`src/rtl/rvh_l1d_pkg.sv`:
```
// rvh_l1d_pkg: shared widths, defaults and the writeback entry type for the L1D load writeback arbiter.
package rvh_l1d_pkg;
    localparam int ROB_TAG_WIDTH      = 6;
    localparam int PREG_TAG_WIDTH     = 7;
    localparam int XLEN               = 64;
    localparam int DEF_REFILL_Q_DEPTH = 4;
    localparam int DEF_STARVE_LIMIT   = 8;

    typedef struct packed {
        logic [ROB_TAG_WIDTH-1:0]  rob_tag;
        logic [PREG_TAG_WIDTH-1:0] prd;
        logic [XLEN-1:0]           data;
    } ld_wb_entry_t;
endpackage

```
`src/rtl/rvh_l1d_ld_wb_arb_if.sv`:
```
// rvh_l1d_ld_wb_arb_if: hit/refill response inputs and ROB/PRF writeback outputs of the load writeback arbiter.
interface rvh_l1d_ld_wb_arb_if;
    import rvh_l1d_pkg::*;
    logic                      hit_vld_i;
    logic [ROB_TAG_WIDTH-1:0]  hit_rob_tag_i;
    logic [PREG_TAG_WIDTH-1:0] hit_prd_i;
    logic [XLEN-1:0]           hit_data_i;
    logic                      refill_vld_i;
    logic                      refill_rdy_o;
    logic [ROB_TAG_WIDTH-1:0]  refill_rob_tag_i;
    logic [PREG_TAG_WIDTH-1:0] refill_prd_i;
    logic [XLEN-1:0]           refill_data_i;
    logic                      flush_i;
    logic                      ld_issue_stall_o;
    logic                      l1d_rob_wb_vld_o;
    logic [ROB_TAG_WIDTH-1:0]  l1d_rob_wb_rob_tag_o;
    logic                      l1d_int_prf_wb_vld_o;
    logic [PREG_TAG_WIDTH-1:0] l1d_int_prf_wb_tag_o;
    logic [XLEN-1:0]           l1d_int_prf_wb_data_o;
    logic                      l1d_int_prf_wb_vld_from_mlfb_o;

    modport slave (
        input  hit_vld_i, hit_rob_tag_i, hit_prd_i, hit_data_i,
        input  refill_vld_i, refill_rob_tag_i, refill_prd_i, refill_data_i, flush_i,
        output refill_rdy_o, ld_issue_stall_o,
        output l1d_rob_wb_vld_o, l1d_rob_wb_rob_tag_o,
        output l1d_int_prf_wb_vld_o, l1d_int_prf_wb_tag_o, l1d_int_prf_wb_data_o,
        output l1d_int_prf_wb_vld_from_mlfb_o
    );

    modport master (
        output hit_vld_i, hit_rob_tag_i, hit_prd_i, hit_data_i,
        output refill_vld_i, refill_rob_tag_i, refill_prd_i, refill_data_i, flush_i,
        input  refill_rdy_o, ld_issue_stall_o,
        input  l1d_rob_wb_vld_o, l1d_rob_wb_rob_tag_o,
        input  l1d_int_prf_wb_vld_o, l1d_int_prf_wb_tag_o, l1d_int_prf_wb_data_o,
        input  l1d_int_prf_wb_vld_from_mlfb_o
    );
endinterface

```
`src/rtl/rvh_l1d_ld_wb_fifo.sv`:
```
// rvh_l1d_ld_wb_fifo: synchronous FIFO of writeback entries with flush; overflow/underflow requests are ignored.
module rvh_l1d_ld_wb_fifo
    import rvh_l1d_pkg::*;
#(
    parameter int DEPTH = DEF_REFILL_Q_DEPTH
) (
    input  logic                     clk,
    input  logic                     rst,
    input  logic                     flush,
    input  logic                     push,
    input  ld_wb_entry_t             din,
    input  logic                     pop,
    output ld_wb_entry_t             dout,
    output logic                     full,
    output logic                     empty,
    output logic [$clog2(DEPTH):0]   count
);
    localparam int AW = $clog2(DEPTH);
    localparam int CW = AW + 1;

    ld_wb_entry_t    r_mem [DEPTH];
    logic [AW-1:0]   r_wp;
    logic [AW-1:0]   r_rp;
    logic [CW-1:0]   r_cnt;
    logic            w_push;
    logic            w_pop;

    assign w_push = push & ~full;
    assign w_pop  = pop & ~empty;
    assign dout   = r_mem[r_rp];
    assign full   = r_cnt == CW'(DEPTH);
    assign empty  = r_cnt == '0;
    assign count  = r_cnt;

    always_ff @(posedge clk) begin
        if (w_push) r_mem[r_wp] <= din;
    end

    always_ff @(posedge clk) begin
        if (rst | flush) begin
            r_wp  <= '0;
            r_rp  <= '0;
            r_cnt <= '0;
        end else begin
            if (w_push) r_wp <= r_wp + AW'(1);
            if (w_pop) r_rp <= r_rp + AW'(1);
            r_cnt <= r_cnt + CW'(w_push) - CW'(w_pop);
        end
    end
endmodule

```
`src/rtl/rvh_l1d_ld_wb_arb.sv`:
```
// rvh_l1d_ld_wb_arb: shares the L1D load writeback port between the unstallable hit path and queued refill responses,
// with a starvation counter that stalls load issue until queued refills drain.
module rvh_l1d_ld_wb_arb
    import rvh_l1d_pkg::*;
#(
    parameter int REFILL_Q_DEPTH = DEF_REFILL_Q_DEPTH,
    parameter int STARVE_LIMIT   = DEF_STARVE_LIMIT
) (
    input logic                clk,
    input logic                rst,
    rvh_l1d_ld_wb_arb_if.slave io
);
    localparam int CW = $clog2(REFILL_Q_DEPTH) + 1;
    localparam int SW = $clog2(STARVE_LIMIT + 1);

    ld_wb_entry_t  w_hit;
    ld_wb_entry_t  w_ref;
    ld_wb_entry_t  w_head;
    ld_wb_entry_t  w_sel;
    logic          w_full;
    logic          w_empty;
    logic [CW-1:0] w_count;
    logic          w_acc;
    logic          w_pop;
    logic          w_byp;
    logic          w_push;
    logic          w_sel_vld;
    logic [SW-1:0] r_starve;
    logic          r_stall;
    logic          r_vld;
    logic          r_mlfb;
    ld_wb_entry_t  r_out;

    assign w_hit = '{rob_tag: io.hit_rob_tag_i, prd: io.hit_prd_i, data: io.hit_data_i};
    assign w_ref = '{rob_tag: io.refill_rob_tag_i, prd: io.refill_prd_i, data: io.refill_data_i};

    // A refill arriving while nothing is queued and the hit path is idle skips the FIFO.
    always_comb begin
        w_acc     = io.refill_vld_i & ~w_full & ~io.flush_i;
        w_pop     = ~io.hit_vld_i & ~w_empty;
        w_byp     = ~io.hit_vld_i & w_empty & w_acc;
        w_push    = w_acc & ~w_byp;
        w_sel_vld = io.hit_vld_i | w_pop | w_byp;
        w_sel     = io.hit_vld_i ? w_hit : (w_empty ? w_ref : w_head);
    end

    rvh_l1d_ld_wb_fifo #(.DEPTH(REFILL_Q_DEPTH)) u_fifo (
        .clk   (clk),
        .rst   (rst),
        .flush (io.flush_i),
        .push  (w_push),
        .din   (w_ref),
        .pop   (w_pop),
        .dout  (w_head),
        .full  (w_full),
        .empty (w_empty),
        .count (w_count)
    );

    always_ff @(posedge clk) begin
        if (rst) begin
            r_vld    <= 1'b0;
            r_mlfb   <= 1'b0;
            r_out    <= '0;
            r_starve <= '0;
            r_stall  <= 1'b0;
        end else begin
            r_vld    <= w_sel_vld & ~io.flush_i;
            r_mlfb   <= w_sel_vld & ~io.hit_vld_i & ~io.flush_i;
            if (w_sel_vld) r_out <= w_sel;
            // With a non-empty FIFO, no pop means the hit path won this cycle.
            r_starve <= (io.flush_i | (w_count == '0) | w_pop) ? '0 :
                        (r_starve == SW'(STARVE_LIMIT)) ? r_starve : r_starve + SW'(1);
            r_stall  <= io.flush_i ? 1'b0 :
                        (r_starve == SW'(STARVE_LIMIT)) ? 1'b1 :
                        w_empty ? 1'b0 : r_stall;
        end
    end

    assign io.refill_rdy_o                   = ~w_full;
    assign io.ld_issue_stall_o               = r_stall;
    assign io.l1d_rob_wb_vld_o               = r_vld;
    assign io.l1d_rob_wb_rob_tag_o           = r_out.rob_tag;
    assign io.l1d_int_prf_wb_vld_o           = r_vld;
    assign io.l1d_int_prf_wb_tag_o           = r_out.prd;
    assign io.l1d_int_prf_wb_data_o          = r_out.data;
    assign io.l1d_int_prf_wb_vld_from_mlfb_o = r_mlfb;
endmodule

```
`src/flat_wrapper.sv`:
```
// flat-port wrapper written by rule: the top's interface ports become plain ports
module rvh_l1d_ld_wb_arb_flat import rvh_l1d_pkg::*;
#(
    parameter int REFILL_Q_DEPTH = DEF_REFILL_Q_DEPTH,
    parameter int STARVE_LIMIT   = DEF_STARVE_LIMIT
)
  (clk, rst, io_hit_vld_i, io_hit_rob_tag_i, io_hit_prd_i, io_hit_data_i, io_refill_vld_i, io_refill_rob_tag_i, io_refill_prd_i, io_refill_data_i, io_flush_i, io_refill_rdy_o, io_ld_issue_stall_o, io_l1d_rob_wb_vld_o, io_l1d_rob_wb_rob_tag_o, io_l1d_int_prf_wb_vld_o, io_l1d_int_prf_wb_tag_o, io_l1d_int_prf_wb_data_o, io_l1d_int_prf_wb_vld_from_mlfb_o);
  rvh_l1d_ld_wb_arb_if io_i ();
  input logic clk;
  input logic rst;
  input wire logic [$bits(io_i.hit_vld_i)-1:0] io_hit_vld_i;
  input wire logic [$bits(io_i.hit_rob_tag_i)-1:0] io_hit_rob_tag_i;
  input wire logic [$bits(io_i.hit_prd_i)-1:0] io_hit_prd_i;
  input wire logic [$bits(io_i.hit_data_i)-1:0] io_hit_data_i;
  input wire logic [$bits(io_i.refill_vld_i)-1:0] io_refill_vld_i;
  input wire logic [$bits(io_i.refill_rob_tag_i)-1:0] io_refill_rob_tag_i;
  input wire logic [$bits(io_i.refill_prd_i)-1:0] io_refill_prd_i;
  input wire logic [$bits(io_i.refill_data_i)-1:0] io_refill_data_i;
  input wire logic [$bits(io_i.flush_i)-1:0] io_flush_i;
  output wire logic [$bits(io_i.refill_rdy_o)-1:0] io_refill_rdy_o;
  output wire logic [$bits(io_i.ld_issue_stall_o)-1:0] io_ld_issue_stall_o;
  output wire logic [$bits(io_i.l1d_rob_wb_vld_o)-1:0] io_l1d_rob_wb_vld_o;
  output wire logic [$bits(io_i.l1d_rob_wb_rob_tag_o)-1:0] io_l1d_rob_wb_rob_tag_o;
  output wire logic [$bits(io_i.l1d_int_prf_wb_vld_o)-1:0] io_l1d_int_prf_wb_vld_o;
  output wire logic [$bits(io_i.l1d_int_prf_wb_tag_o)-1:0] io_l1d_int_prf_wb_tag_o;
  output wire logic [$bits(io_i.l1d_int_prf_wb_data_o)-1:0] io_l1d_int_prf_wb_data_o;
  output wire logic [$bits(io_i.l1d_int_prf_wb_vld_from_mlfb_o)-1:0] io_l1d_int_prf_wb_vld_from_mlfb_o;
  assign io_i.hit_vld_i = io_hit_vld_i;
  assign io_i.hit_rob_tag_i = io_hit_rob_tag_i;
  assign io_i.hit_prd_i = io_hit_prd_i;
  assign io_i.hit_data_i = io_hit_data_i;
  assign io_i.refill_vld_i = io_refill_vld_i;
  assign io_i.refill_rob_tag_i = io_refill_rob_tag_i;
  assign io_i.refill_prd_i = io_refill_prd_i;
  assign io_i.refill_data_i = io_refill_data_i;
  assign io_i.flush_i = io_flush_i;
  assign io_refill_rdy_o = io_i.refill_rdy_o;
  assign io_ld_issue_stall_o = io_i.ld_issue_stall_o;
  assign io_l1d_rob_wb_vld_o = io_i.l1d_rob_wb_vld_o;
  assign io_l1d_rob_wb_rob_tag_o = io_i.l1d_rob_wb_rob_tag_o;
  assign io_l1d_int_prf_wb_vld_o = io_i.l1d_int_prf_wb_vld_o;
  assign io_l1d_int_prf_wb_tag_o = io_i.l1d_int_prf_wb_tag_o;
  assign io_l1d_int_prf_wb_data_o = io_i.l1d_int_prf_wb_data_o;
  assign io_l1d_int_prf_wb_vld_from_mlfb_o = io_i.l1d_int_prf_wb_vld_from_mlfb_o;
  rvh_l1d_ld_wb_arb #(.REFILL_Q_DEPTH(REFILL_Q_DEPTH), .STARVE_LIMIT(STARVE_LIMIT)) u_core (.clk(clk), .rst(rst), .io(io_i));
endmodule
```
`config.mk`:
```
export PLATFORM = sky130hd
export DESIGN_NAME = rvh_l1d_ld_wb_arb_flat
export DESIGN_NICKNAME = d
export VERILOG_FILES = /design/src/rtl/rvh_l1d_pkg.sv /design/src/rtl/rvh_l1d_ld_wb_arb_if.sv /design/src/rtl/rvh_l1d_ld_wb_fifo.sv /design/src/rtl/rvh_l1d_ld_wb_arb.sv /design/src/flat_wrapper.sv
export SDC_FILE = /design/constraint.sdc
export NUM_CORES = 1
export LEC_CHECK = 0
export ABC_AREA = 1
export CAP_MARGIN = 20
export CORE_MARGIN = 2
export CORE_UTILIZATION = 50
export CTS_CLUSTER_SIZE = 16
export DETAILED_ROUTE_END_ITERATION = 10
export PLACE_DENSITY = 0.8
export SLEW_MARGIN = 5
export SYNTH_ARGS = -nofsm -noshare
export SYNTH_HDL_FRONTEND = slang
export SYNTH_SLANG_ARGS = --single-unit
```
`constraint.sdc`:
```
create_clock -name clk -period 6.15 [get_ports clk]
set_clock_uncertainty 0.2 [all_clocks]
set_input_delay 0.9225 -clock clk [delete_from_list [all_inputs] [get_ports clk]]
set_output_delay 0.9225 -clock clk [all_outputs]
set_load 0.01 [all_outputs]
```
==> results.txt <==
commonest non-fill, non-tap cells in the layout: nand2_1 (541), nand3_1 (380), edfxtp_1 (308), clkdlybuf4s50_1 (238), inv_1 (183)
clk buf depth: 3
register bit count reported by yosys: 401
CTS tree: yes
post-synth cell types: 25
CTS buffer count: 41
vias in the first global route: 12830
Comb power frac: 11.1%
fin crit share: 51.7%
Final GP Congestion: 0.748
setup tns final: 0 ns
sw power: 1.40 mW
Clock Pin Slew Worst Setup and Hold Paths: 0.06 ns
Final HPWL DP: 24400 um
Avg Inst Size Synth: 9.40 um2
Hold Buf Count CTS: 0
Gate Count Post-Synth: 1831
Hold Path Class: reg -> reg
clk root buf: clkbuf_16
global-route wire length before repair: 66900 um
Clock Sinks: 401
largest net degree at the start of global routing: 84
Int Power: 4.66 mW
fin cells: 2505
setup ws final: 2.97 ns
CP required: 6.40 ns
detail-routed via count per cell: 5.23
critical path launch point type: primary input
post-CTS setup buffers: 0
power per standard cell area: 286 nW/um2
Reg power frac: 50.3%
fin nets: 2190
# DRC: 0
Syn Nets: 1999
depth of the CTS H-tree: 2
WS Path Type: in -> reg
initial antenna violation count: 4
Worst EP arrival: 3.44 ns
yosys warns: 0
max-slew violation count: 0
die area: 35900 um2
num ports: 241
DR WL/cell: 17.0 um
worst skew pair latency: 0.53 ns
total routed wirelength: 42500 um
final instance area: 21200 um2
crit path time final: 3.18 ns
pre-CTS WS: 2.46 ns
DR vias: 13094
Inst Count DP: 2427
Post-Syn Area: 17200 um2
Sw Ratio: 23.1%
part of the power in the clock network: 38.6%
grt ovf: 0
post-CTS sizing: 0
GRT Resource Usage Total: 23.6%
Setup violations, final: 0
# port buffers: 240
VDD IR max: 0.000173 V
slew margin rel.: 33.5%
sequential area share after synthesis: 64.6%
run status: complete, no violations
initial core utilization: 51.1%
number of max-cap violations: 0
Post-Place Cell Area: 19900 um2
RSZ-0062 raised after global routing: false
TritonRoute pass-1 iters: 6
Max Freq: 314 MHz
Worst Max-Slew Pin Slew: 0.997 ns
proportion of layout cells with a drive suffix above 1: 4.72%
die width: 190 um
P&R area growth vs syn: 23.1%
post-route ant nets: 0
Die Y: 190 um
most common cell after layout, fill and taps aside: nand2_1
Lkg Pwr: 8.72 nW
final hold vios: 0
site row count: 67
Critical Path Fanout Max: 7
Worst Setup End Kind: flop
Core Area: 33700 um2
DRT iter0 DRCs: 893
-- path summary, 6_finish.rpt --
kind	to	cells after the start	slack, ns	from
min reg2reg	u_core.io.ld_issue_stall_o	2	0.26	u_core.io.ld_issue_stall_o
max	u_core.u_fifo.count[2]	13	2.97	io_flush_i
max reg2reg	u_core.u_fifo.count[2]	11	3.34	u_core.u_fifo.count[2]
min	u_core.io.ld_issue_stall_o	2	0.26	u_core.io.ld_issue_stall_o
-- kinds of logic (layout without fill, tap and decap cells) --
kind of cell	after synthesis	in the layout	synth area share [%]
other cells	0	3	0
simple gates	1101	1101	27.0
xor+xnor	3	3	0.153
compound gates	20	20	0.611
fa+ha+maj	9	9	0.698
buf+inv	297	520	6.98
flops	401	401	64.6
-- Yosys cell counts --
master      n  area [um2]
or2_2       2        12.5
a21oi_1    10        50.1
dfxtp_1    93        1860
inv_1     184         691
buf_2      42         210
nand2_1   542        2030
edfxtp_1  308        9250
nor2_1    169         634
fa_1        1        20.0
ha_1        8         100
o21ai_1     6        30.0
xor2_1      3        26.3
o21ai_0     2        10.0
nand4_2     1        12.5
buf_1       3        11.3
and3_1      1        6.26
inv_2       5        18.8
a211oi_1    1        7.51
clkbuf_1   54         203
nand2_2     1        6.26
nand3_1   380        1900
nor2_4      1        11.3
nand4_1     4        25.0
o21bai_1    1        7.51
buf_4       9        67.6
-- flip-flops by register name, indices dropped and copies added, names as in the netlist, named ones only --
register,flops
u_core.u_fifo.r_wp,2
u_core.io.l1d_int_prf_wb_vld_from_mlfb_o,1
u_core.u_fifo.r_mem,308
u_core.u_fifo.r_rp,2
u_core.io.l1d_int_prf_wb_data_o,64
u_core.io.l1d_int_prf_wb_vld_o,1
u_core.io.l1d_int_prf_wb_tag_o,7
u_core.r_starve,4
u_core.io.ld_issue_stall_o,1
u_core.u_fifo.count,3
u_core.io.l1d_rob_wb_rob_tag_o,6
-- power by group through the flow --
stage	Combinational [mW]	Sequential [mW]	Clock (mW)
after floorplan	0.307	3.13	0
after global placement	0.653	3.10	0
after global routing	0.742	3.05	2.47
after detailed placement	0.669	3.10	0
final	0.672	3.04	2.34
after CTS	0.674	3.04	2.37
-- metrics by stage --
step	total power, mW	utilization, %	hold WS [ns]
floorplan	3.44	-	0.253
global placement	3.75	59.1	0.254
detailed placement	3.77	59.1	0.258
CTS	6.08	62.8	0.269
global route	6.27	62.8	0.304
finish	6.05	62.9	0.264
-- critical path: stages --
cell and delay, ns:
clkdlybuf4s50_1 0.42, inv_1 0.06, nand2_1 0.13, inv_2 0.09, nand2_1 0.05, nor2_1 0.22, inv_2 0.17, ha_1 0.32
inv_1 0.04, ha_1 0.18, fa_1 0.40, or2_2 0.30, a21oi_1 0.12
-- per-layer routing --
layer	wire length [um]	vias up	part of all wire, %	GRT usage [%]
met5	16	-	0.038	0
met4	1220	2	2.9	8.26
met3	2900	77	6.8	3.71
met2	20800	474	49	40.7
met1	17600	6178	41	30.4
li1	-	6363	-	-
-- cell type report --
| type | instances | area, um2 |
|---|---|---|
| fillers | 2649 | 12500 |
| inverters | 189 | 713 |
| multi-input cells | 1133 | 4960 |
| repair buffers | 256 | 2550 |
| diodes | 3 | 7.51 |
| clock inverters | 17 | 116 |
| flip-flops and latches | 401 | 11100 |
| well taps | 448 | 561 |
| clock buffers | 58 | 1150 |
No activity file was read; power rests on OpenSTA's default activity.
